File: src/rtl/dmem_access_ctrl.sv
// Load/store sequencer between the MEM stage and a synchronous-read data memory.
// Builds byte-lane write masks, extracts and extends load data, and flags bad requests.
module dmem_access_ctrl #(
    parameter int ADDR_W = 14
) (
    input  logic              clk,
    input  logic              rst,
    input  logic              req_valid,
    output logic              req_ready,
    input  logic              is_load,
    input  logic              is_store,
    input  logic [5:0]        alucode,
    input  logic [31:0]       addr,
    input  logic [31:0]       store_data,
    output logic              stall,
    output logic              resp_valid,
    output logic [31:0]       load_data,
    output logic              access_err,
    output logic [ADDR_W-1:0] dmem_addr,
    output logic [3:0]        dmem_we,
    output logic [31:0]       dmem_wdata,
    input  logic [31:0]       dmem_rdata
);

    // Memory-access operation codes shared with the decoder.
    localparam logic [5:0] ALU_LB  = 6'd9;
    localparam logic [5:0] ALU_LH  = 6'd10;
    localparam logic [5:0] ALU_LW  = 6'd11;
    localparam logic [5:0] ALU_LBU = 6'd12;
    localparam logic [5:0] ALU_LHU = 6'd13;
    localparam logic [5:0] ALU_SB  = 6'd14;
    localparam logic [5:0] ALU_SH  = 6'd15;
    localparam logic [5:0] ALU_SW  = 6'd16;

    localparam logic [2:0] S_IDLE  = 3'd0;
    localparam logic [2:0] S_WRITE = 3'd1;
    localparam logic [2:0] S_READ  = 3'd2;
    localparam logic [2:0] S_WAIT  = 3'd3;
    localparam logic [2:0] S_RESP  = 3'd4;

    logic [2:0]        state_q, state_d;
    logic              is_load_q, is_store_q, err_q;
    logic [5:0]        alucode_q;
    logic [1:0]        off_q;
    logic [31:0]       sdata_q;
    logic [31:0]       load_data_q;
    logic [ADDR_W-1:0] dmem_addr_q;

    logic        op_store, op_load, misaligned, store_ok, load_ok, accept;
    logic [3:0]  we_mask;
    logic [31:0] wdata_lane, rd_shift, load_ext;

    // Address bits above the memory's word range wrap and are intentionally dropped.
    logic unused_addr_hi;
    assign unused_addr_hi = ^addr[31:ADDR_W+2];

    always_comb begin
        op_store   = (alucode == ALU_SB) || (alucode == ALU_SH) || (alucode == ALU_SW);
        op_load    = (alucode == ALU_LB) || (alucode == ALU_LH) || (alucode == ALU_LW) ||
                     (alucode == ALU_LBU) || (alucode == ALU_LHU);
        misaligned = 1'b0;
        case (alucode)
            ALU_SH, ALU_LH, ALU_LHU: misaligned = addr[0];
            ALU_SW, ALU_LW:          misaligned = |addr[1:0];
            default:                 misaligned = 1'b0;
        endcase
        store_ok = is_store && !is_load && op_store && !misaligned;
        load_ok  = is_load && !is_store && op_load && !misaligned;
        accept   = (state_q == S_IDLE) && req_valid;
    end

    // NOTE: every combinational output gets a default before the case, so no latch is inferred.
    always_comb begin
        we_mask    = 4'b0000;
        wdata_lane = 32'h0;
        if (is_store_q) begin
            case (alucode_q)
                ALU_SB: begin
                    we_mask    = 4'b0001 << off_q;
                    wdata_lane = {24'h0, sdata_q[7:0]} << {off_q, 3'b000};
                end
                ALU_SH: begin
                    we_mask    = 4'b0011 << off_q;
                    wdata_lane = {16'h0, sdata_q[15:0]} << {off_q, 3'b000};
                end
                ALU_SW: begin
                    we_mask    = 4'b1111;
                    wdata_lane = sdata_q;
                end
                default: ;
            endcase
        end
    end

    always_comb begin
        rd_shift = dmem_rdata >> {off_q, 3'b000};
        load_ext = 32'h0;
        case (alucode_q)
            ALU_LB:  load_ext = {{24{rd_shift[7]}}, rd_shift[7:0]};
            ALU_LBU: load_ext = {24'h0, rd_shift[7:0]};
            ALU_LH:  load_ext = {{16{rd_shift[15]}}, rd_shift[15:0]};
            ALU_LHU: load_ext = {16'h0, rd_shift[15:0]};
            ALU_LW:  load_ext = dmem_rdata;
            default: load_ext = 32'h0;
        endcase
    end

    always_comb begin
        state_d = state_q;
        case (state_q)
            S_IDLE: begin
                if (req_valid) begin
                    if (store_ok)     state_d = S_WRITE;
                    else if (load_ok) state_d = S_READ;
                    else              state_d = S_RESP;
                end
            end
            S_WRITE: state_d = S_RESP;
            S_READ:  state_d = S_WAIT;
            S_WAIT:  state_d = S_RESP;
            S_RESP:  state_d = S_IDLE;
            default: state_d = S_IDLE;
        endcase
    end

    // NOTE: sequential state uses non-blocking assignments so all registers update from pre-edge values.
    always_ff @(posedge clk) begin
        if (rst) begin
            state_q     <= S_IDLE;
            is_load_q   <= 1'b0;
            is_store_q  <= 1'b0;
            err_q       <= 1'b0;
            alucode_q   <= 6'h0;
            off_q       <= 2'b00;
            sdata_q     <= 32'h0;
            load_data_q <= 32'h0;
            dmem_addr_q <= '0;
        end else begin
            state_q <= state_d;
            if (accept) begin
                is_load_q   <= is_load;
                is_store_q  <= is_store;
                alucode_q   <= alucode;
                off_q       <= addr[1:0];
                sdata_q     <= store_data;
                err_q       <= !(store_ok || load_ok);
                load_data_q <= 32'h0;
                // Errors never touch memory, so the address bus keeps its previous value.
                if (store_ok || load_ok) dmem_addr_q <= addr[ADDR_W+1:2];
            end
            if (state_q == S_WAIT && is_load_q) load_data_q <= load_ext;
        end
    end

    assign req_ready  = (state_q == S_IDLE) && !rst;
    assign stall      = (state_q == S_WRITE) || (state_q == S_READ) || (state_q == S_WAIT) ||
                        ((state_q == S_IDLE) && req_valid);
    assign resp_valid = (state_q == S_RESP);
    assign access_err = (state_q == S_RESP) && err_q;
    assign load_data  = load_data_q;
    assign dmem_addr  = dmem_addr_q;
    // Reset gates the write strobe immediately so a write in flight is suppressed.
    assign dmem_we    = (state_q == S_WRITE && !rst) ? we_mask : 4'b0000;
    assign dmem_wdata = (state_q == S_WRITE) ? wdata_lane : 32'h0;

endmodule

File: config.mk
export PLATFORM = sky130hd
export DESIGN_NAME = dmem_access_ctrl
export DESIGN_NICKNAME = d
export VERILOG_FILES = /design/src/rtl/dmem_access_ctrl.sv
export SDC_FILE = /design/constraint.sdc
export NUM_CORES = 1
export LEC_CHECK = 0
export CAP_MARGIN = 30
export CORE_ASPECT_RATIO = 2
export CORE_MARGIN = 5
export CORE_UTILIZATION = 25
export DETAILED_ROUTE_END_ITERATION = 6
export HOLD_SLACK_MARGIN = 0.02
export SYNTH_ARGS = -nofsm -noshare
export SYNTH_HDL_FRONTEND = slang
export SYNTH_SLANG_ARGS = --single-unit
File: constraint.sdc
create_clock -name clk -period 2.7 [get_ports clk]
set_input_delay 0.405 -clock clk [delete_from_list [all_inputs] [get_ports clk]]
set_output_delay 0.405 -clock clk [all_outputs]
set_load 0.02 [all_outputs]
==> out/qor.csv <==
stage,metric,value,unit
status,outcome,"finished, final reports clean",
global_route,overall routing resource usage,0.158,
timing,worst-case clock skew,0.0106,ns
finish,area delta synth->final,51.7,%
floorplanning,Placeable Area,19200,µm²
critical_path,startpoint types,flip-flop,
floorplanning,boundary pin count,193,
floorplanning,vertical die dimension,207,µm
global_route,total overflow reported by the global router,0,
finish,Final #Nets,890,
critical_path,Crit path arrival time,2.16,ns
synthesis,number of different library cells in the post-synthesis netlist,51,
synthesis,count of flip-flops with a built-in enable after synthesis,0,
route,number of antenna-violating nets in the routed design,0,
clock_tree,clock slew seen by the registers of the worst setup and hold paths,0.07,ns
global_route,number of antenna violations at the first check in global routing,0,
timing,maximum operating frequency,389,MHz
synthesis,dominant cells by area after synthesis,"sky130_fd_sc_hd__dfxtp_1 38%, sky130_fd_sc_hd__nand2_1 9.4%, sky130_fd_sc_hd__a22oi_1 7.0%",
floorplanning,effective utilization at floorplan,0.252,
finish,sequential cell area in the final layout,1840,µm²
finish,Layout fillers,1998,
place,worst slack after detailed placement,0.167,ns
synthesis,leading register cell type out of synthesis,sky130_fd_sc_hd__dfxtp_1,
timing,Worst Max-Slew Pin Slew,0.704,ns
clock_tree,CTS Root Buffer Type,sky130_fd_sc_hd__clkbuf_16,
floorplanning,Die Area,22400,µm²
power,leakage power figure,2.67,nW
critical_path,Reg2Reg Setup Slack,0.26,ns
place,Detail Placement HPWL,13.7,mm
critical_path,type of the worst setup path,reg -> out,
clock_tree,number of buffers on the longest clock path,2,
global_route,first-pass GRT wire length,27.5,mm
timing,final hold violations,0,
route,total number of vias,5093,
min_path,Hold/Removal Path Class,in -> reg,
synthesis,"count leader, synth",sky130_fd_sc_hd__nand2_1,
synthesis,register area share after synthesis,0.380,
synthesis,Post-Syn Instances,610,
floorplanning,row cnt,72,
synthesis,Yosys top cell by area,sky130_fd_sc_hd__dfxtp_1,
route,via/cell ratio,4.86,
route,post-detailed-route DRC marker count,0,
place,final RePlAce weighted congestion,0.815,
synthesis,most common library cells after synthesis,"121 x sky130_fd_sc_hd__nand2_1, 92 x sky130_fd_sc_hd__dfxtp_1, 49 x sky130_fd_sc_hd__a21oi_1, 46 x sky130_fd_sc_hd__nor2_1, 45 x sky130_fd_sc_hd__a22oi_1",
finish,number of standard cells in the final layout excluding fillers,1047,
critical_path,data required time of the worst path,2.30,ns
route,drt first pass iters,5,
timing,setup repair after global routing missed its margin,true,
global_route,number of global-route vias before repair,5178,
synthesis,Synth Net Count,717,
power,peak supply drop,0.241,mV
timing,fraction of the cycle the final worst path needs,0.951,
clock_tree,CTS tree,yes,
synthesis,post-synthesis async set-or-reset flop share,0,
finish,Diodes inserted,0,
place,total placed cells including tap cells,1031,
job,max-capacitance violation count,0,
synthesis,number of storage elements in the synthesis netlist,92,
timing,worst setup slack after layout,0.132,ns
synthesis,per-instance average area after synthesis,7.94,µm²
route,post-DR wirelength/cell,17.1,µm
place,# port buffers,176,
clock_tree,clock latency on the worst-skew pair,0.35,ns
power,total power divided by cell area,451,nW/µm²
floorplanning,width of the die,108,µm
critical_path,endpoint type of the worst setup path,output port,
clock_tree,deepest level of the CTS H-tree,3,
finish,footprint of the multi-input gates,2780,µm²
timing,count of final setup violators,0,
clock_tree,number of CTS-inserted buffers,9,
timing,relative slew slack,0.528,
route,Iteration-0 DRC Markers,306,
route,total detailed-routing wirelength,17.9,mm
synthesis,post-synthesis instance area,4840,µm²
timing,count of final max-slew check failures,0,
critical_path,largest fanout on the critical path,8,
finish,proportion of layout cells with a drive suffix above 1,0.102,
timing,final critical path time including I/O delays and setup,2.57,ns
clock_tree,sinks on the clock net,92,
synthesis,area share of the largest cell type after synthesis,0.380,
global_route,pin count of the biggest net entering global routing,51,
synthesis,synthesis warning total,0,
[kinds of logic (layout without fill, tap and decap cells)]
family                 after synthesis  count (layout)  share of synthesized area
AND/OR/NAND/NOR                    262             262                      0.259
AO/OA/AOI/OAI                      168             168                      0.226
flip-flops                          92              92                      0.380
buffers and inverters               57             235                     0.0501
multiplexers                        31              31                     0.0850
[registers in the layout, summed over array words and instances (netlist names)]
register and cells:
sdata_q 32, dmem_addr 14, off_q 2, is_load_q 1, state_q 3, is_store_q 1, load_data 32, alucode_q 6
err_q 1
[where the power goes]
part	leakage, nW	total [mW]	internal [mW]	switching (mW)
clock	0.153	1.38	0.837	0.548
combinational	1.76	0.492	0.251	0.241
sequential	0.749	1.44	1.40	0.0374
total	2.67	3.31	2.49	0.827
[placed cells by master (no fill, tap or decap), types with 3 or more instances in the layout]
master | Yosys | layout
sky130_fd_sc_hd__nor3_1 | 12 | 11
sky130_fd_sc_hd__buf_12 | 0 | 4
sky130_fd_sc_hd__clkdlybuf4s15_1 | 0 | 9
sky130_fd_sc_hd__dfxtp_1 | 92 | 91
sky130_fd_sc_hd__and3_1 | 4 | 4
sky130_fd_sc_hd__nor4_1 | 3 | 3
sky130_fd_sc_hd__dlygate4sd2_1 | 0 | 24
sky130_fd_sc_hd__o22ai_1 | 11 | 11
sky130_fd_sc_hd__nand4_1 | 8 | 8
sky130_fd_sc_hd__a221o_1 | 17 | 17
sky130_fd_sc_hd__clkdlybuf4s50_1 | 0 | 139
sky130_fd_sc_hd__a22oi_1 | 45 | 45
sky130_fd_sc_hd__o21ai_1 | 0 | 3
sky130_fd_sc_hd__inv_1 | 3 | 3
sky130_fd_sc_hd__mux4_2 | 8 | 8
sky130_fd_sc_hd__mux2i_1 | 22 | 22
sky130_fd_sc_hd__a21oi_1 | 49 | 49
sky130_fd_sc_hd__nand2b_1 | 32 | 32
sky130_fd_sc_hd__buf_4 | 2 | 34
sky130_fd_sc_hd__o21ai_0 | 32 | 29
sky130_fd_sc_hd__and2_1 | 11 | 10
sky130_fd_sc_hd__nand2_1 | 121 | 121
sky130_fd_sc_hd__clkbuf_16 | 0 | 9
sky130_fd_sc_hd__nor2b_1 | 6 | 6
sky130_fd_sc_hd__nor2_1 | 46 | 44
[through the flow]
| stage | cell area [µm²] | utilization | hold slack (ns) | total power [mW] | setup TNS (ns) |
|---|---|---|---|---|---|
| floorplan | 4840 | - | 0.436 | 1.70 | 0 |
| global placement | 7050 | 0.367 | 0.444 | 1.96 | 0 |
| detailed placement | 7060 | 0.368 | 0.448 | 1.96 | 0 |
| CTS | 7340 | 0.382 | 0.374 | 3.35 | 0 |
| global route | 7350 | 0.383 | 0.416 | 3.44 | -0.00257 |
| finish | 7350 | 0.383 | 0.386 | 3.31 | 0 |
[routing by layer]
layer	GRT usage	vias up	wire [µm]
li1	-	2510	-
met1	0.163	2362	6550
met2	0.291	191	9350
met3	0.0430	30	1400
met4	0.0736	0	565
met5	0	-	0
[cell type report]
type,count,share of cell area
clock inverter,4,0.00988
multi-input combinational,461,0.379
clock buffer,12,0.0335
timing repair buffer,215,0.281
tap,259,0.0441
inverter,4,0.00204
sequential,92,0.251
[worst paths after layout]
check | startpoint | cells after the start | end
hold reg to reg | sdata_q[31] | 2 | sdata_q[31]
setup / recovery | alucode_q[3] | 7 | dmem_wdata[3]
setup reg to reg | off_q[1] | 7 | load_data[20]
hold / removal | rst | 3 | state_q[2]
[worst max-delay path: stages, from the launching register on]
cell and delay, ns:
sky130_fd_sc_hd__dfxtp_1 0.36, sky130_fd_sc_hd__or3b_1 0.45, sky130_fd_sc_hd__nor3_2 0.16, sky130_fd_sc_hd__a21oi_1 0.13, sky130_fd_sc_hd__nor2_1 0.10, sky130_fd_sc_hd__buf_4 0.15, sky130_fd_sc_hd__and2_1 0.13, sky130_fd_sc_hd__clkdlybuf4s15_1 0.32
[timing repair]
item | 4_1_cts | 5_1_grt
pin swaps | 0 | 0
hold buffers | 0 | 0
setup buffers | 0 | 0
resized for setup | 38 | 16
setup endpoints to repair | 35 | 14
Note: power is estimated with default switching activity, not from simulation.
==> RTL change, RTL diff (same flow settings) <==
Remove the case item `ALU_SH` of the case on `alucode_q`.
--- a/src/rtl/dmem_access_ctrl.sv
+++ b/src/rtl/dmem_access_ctrl.sv
@@ -79,8 +79,4 @@
                     we_mask    = 4'b0001 << off_q;
                     wdata_lane = {24'h0, sdata_q[7:0]} << {off_q, 3'b000};
-                end
-                ALU_SH: begin
-                    we_mask    = 4'b0011 << off_q;
-                    wdata_lane = {16'h0, sdata_q[15:0]} << {off_q, 3'b000};
                 end
                 ALU_SW: begin
Function: changed (a bounded check fails within 4 cycles, from zero or initial values and one cycle with rst high).
==> RTL change against the unedited design <==
Power up 0.46%; synthesized cell count decreased by 7.7%; design area shrank 2.6%; highest routed layer unchanged; critical path depth shrank 2; largest cell class unchanged; worst hold slack improved by 0.049 ns; routed wire length is 1.5% higher; clock power rose by 4%; area after synthesis decreased by 3.6%; worst setup slack improved by 0.085 ns; sequential cell count is the same.
==> RTL change: results (changes against the unedited design) <==
[placement]
pre_cts_slack_ns = 0.1102  ; was 0.1666 ns
place.gp.congestion = 0.8014  ; was 0.8147
dpl.hpwl_um = 13760  ; was 13750 µm
port_buffers = 176  ; unchanged

[synthesis]
ys_warn_count = 0  ; unchanged
ys_top_cells_by_area = dfxtp_1 39%, nand2_1 7.5%, a22oi_1 6.4%  ; was dfxtp_1 38%, nand2_1 9.4%, a22oi_1 7.0%
ys_types = 53  ; was 51
seq_area_frac_synth_pct = 39.44  ; was 38.02%
synthArstFlopShare_pct = 0  ; unchanged
synth-main-ff-cell = dfxtp_1  ; unchanged
syn-num-nets = 670  ; was 717
synth_common_cells = 93 x nand2_1, 92 x dfxtp_1, 58 x a21oi_1  ; was 121 x nand2_1, 92 x dfxtp_1, 49 x a21oi_1

[global_route]
grt_max_degree = 45  ; was 51
grt_pass1_wl_um = 27630  ; was 27490 µm
track_usage_pct = 16.37  ; was 15.80%
grt_pass1_vias = 4963  ; was 5178

[cts]
clk_latency_ns = 0.35  ; about the same
postCtsSetupBuffers = 0  ; unchanged
clk_pin_slew_ns = 0.07  ; about the same
cts-root-buf = clkbuf_16  ; unchanged
cts-buffers-inserted = 9  ; unchanged
ctsLongestPathBuffers = 2  ; unchanged
h-tree-depth = 3  ; unchanged

[power]
irDropWorstVdd_mv = 0.2786  ; was 0.2409 mV
leakage_nw = 2.836  ; was 2.666 nW
p_sw_w = 0.0008067  ; was 0.0008271 W

[critical_path]
cp.arrival_ns = 2.08  ; was 2.16 ns
critPathSlowestCell = clkdlybuf4s50_1  ; was or3b_1
reg2reg_from = alucode_q[1]$_SDFFE_PP0P_  ; was off_q[1]$_SDFFE_PP0P_
cp_max_fo = 5  ; was 8
rrSetupSlack_ns = 0.47  ; was 0.26 ns
crit_path_max_incr_delay_ns = 0.66  ; was 0.45 ns
r2r_cells = 6  ; was 7
crit_end = dmem_we[0]  ; was dmem_wdata[3]
r2r-end = load_data[18]$_SDFFE_PP0P_  ; was load_data[20]$_SDFFE_PP0P_

[routing]
vias_per_cell = 5.165  ; was 4.864
wl_um = 18130  ; was 17870 µm
drt_first_pass_iters = 4  ; was 5
drt_iter0_drc = 222  ; was 306

[sta]
tightestPinTransition_ns = 0.6055  ; was 0.7044 ns
fin_skew_ns = 0.009892  ; was 0.01060 ns
fin_crit_ns = 2.483  ; was 2.568 ns

[final_layout]
drive_above_1_share_pct = 10.12  ; was 10.15%
nFillCells = 1823  ; was 1998
nets = 844  ; was 890

[status]
status = finished, final reports clean  ; unchanged

[hold_path]
worst_hold_path_type = in2reg  ; unchanged

-- RTL change: changes by cell type after synthesis, sizes merged, moves of 13 or more --
cell    change
o21ai      -30
nand2      -28
a221o      -16
a32oi      +16
mux2i      -15
nand2b     -13
o31ai      +13
-- RTL change: worst max-delay path, delay by kind of cell (launching register included) --
kind | cells | cell delay (ns)
flip-flops | 1 | 0.38
AO/OA/AOI/OAI | 1 | 0.13
AND/OR/NAND/NOR | 3 | 0.55
buffers and inverters | 1 | 0.66
-- RTL change: logic make-up after synthesis --
family / count (synthesis) / share of synthesized area, %
AND/OR/NAND/NOR: 233 / 24.70
flip-flops: 92 / 39.44
AO/OA/AOI/OAI: 167 / 25.03
multiplexers: 16 / 5.600
buffers and inverters: 55 / 5.225
-- RTL change: metrics by stage --
step | area, µm² | TNS, ns | utilization (%) | hold WS, ns | std cells
detailed placement | 6797 | 0 | 37.13 | 0.4467 | 942
global route | 7159 | 0 | 39.11 | 0.4615 | 957
finish | 7159 | 0 | 39.11 | 0.4358 | 957
global placement | 6766 | -1.248 | 36.97 | 0.4423 | 939
floorplan | 4669 | 0 | - | 0.4312 | 563
CTS | 7124 | 0 | 38.92 | 0.4235 | 957
-- RTL change: metal layers --
metal / up-vias / GRT usage [%] / share of wire (%)
li1: 2398 / - / -
met1: 2336 / 16.33 / 36
met2: 173 / 31.24 / 54
met3: 36 / 2.914 / 5.5
met4: 0 / 8.871 / 4.2
met5: - / 0 / 0
-- RTL change: area by class of cell --
class	count	share of cell area, %
Clock inverter	3	0.9612
Inverter	4	0.2097
Multi-Input combinational cell	416	36.40
Clock buffer	12	3.722
Tap cell	216	3.775
Sequential cell	92	25.73
Timing Repair Buffer	214	29.20
-- RTL change: worst min-delay path by stage --
stage	start	end	slack (ns)	cells after the start
2_1_floorplan	is_store_q$_SDFFE_PP0P_	is_store_q$_SDFFE_PP0P_	0.43	2
3_3_place_gp	sdata_q[8]$_SDFFE_PP0P_	sdata_q[8]$_SDFFE_PP0P_	0.44	2
3_5_place_dp	sdata_q[11]$_SDFFE_PP0P_	sdata_q[11]$_SDFFE_PP0P_	0.45	2
4_1_cts	rst	alucode_q[0]$_SDFFE_PP0P_	0.42	2
5_1_grt	rst	alucode_q[2]$_SDFFE_PP0P_	0.46	2
6_report	rst	alucode_q[2]$_SDFFE_PP0P_	0.44	2
-- RTL change: timing repair --
| action | 4_1_cts | 5_1_grt |
|---|---|---|
| resized for setup | 26 | 14 |
| endpoints found under the setup margin | 35 | 14 |
| cloned | 0 | 0 |
-- RTL change: power by group through the flow --
stage,combinational [W],clock [W],sequential (W)
after global routing,0.000504,0.00151,0.00144
after detailed placement,0.000464,0,0.00147
final,0.000464,0.00143,0.00143
after global placement,0.000458,0,0.00146
after floorplan,0.000216,0,0.00145
after CTS,0.000468,0.00148,0.00143
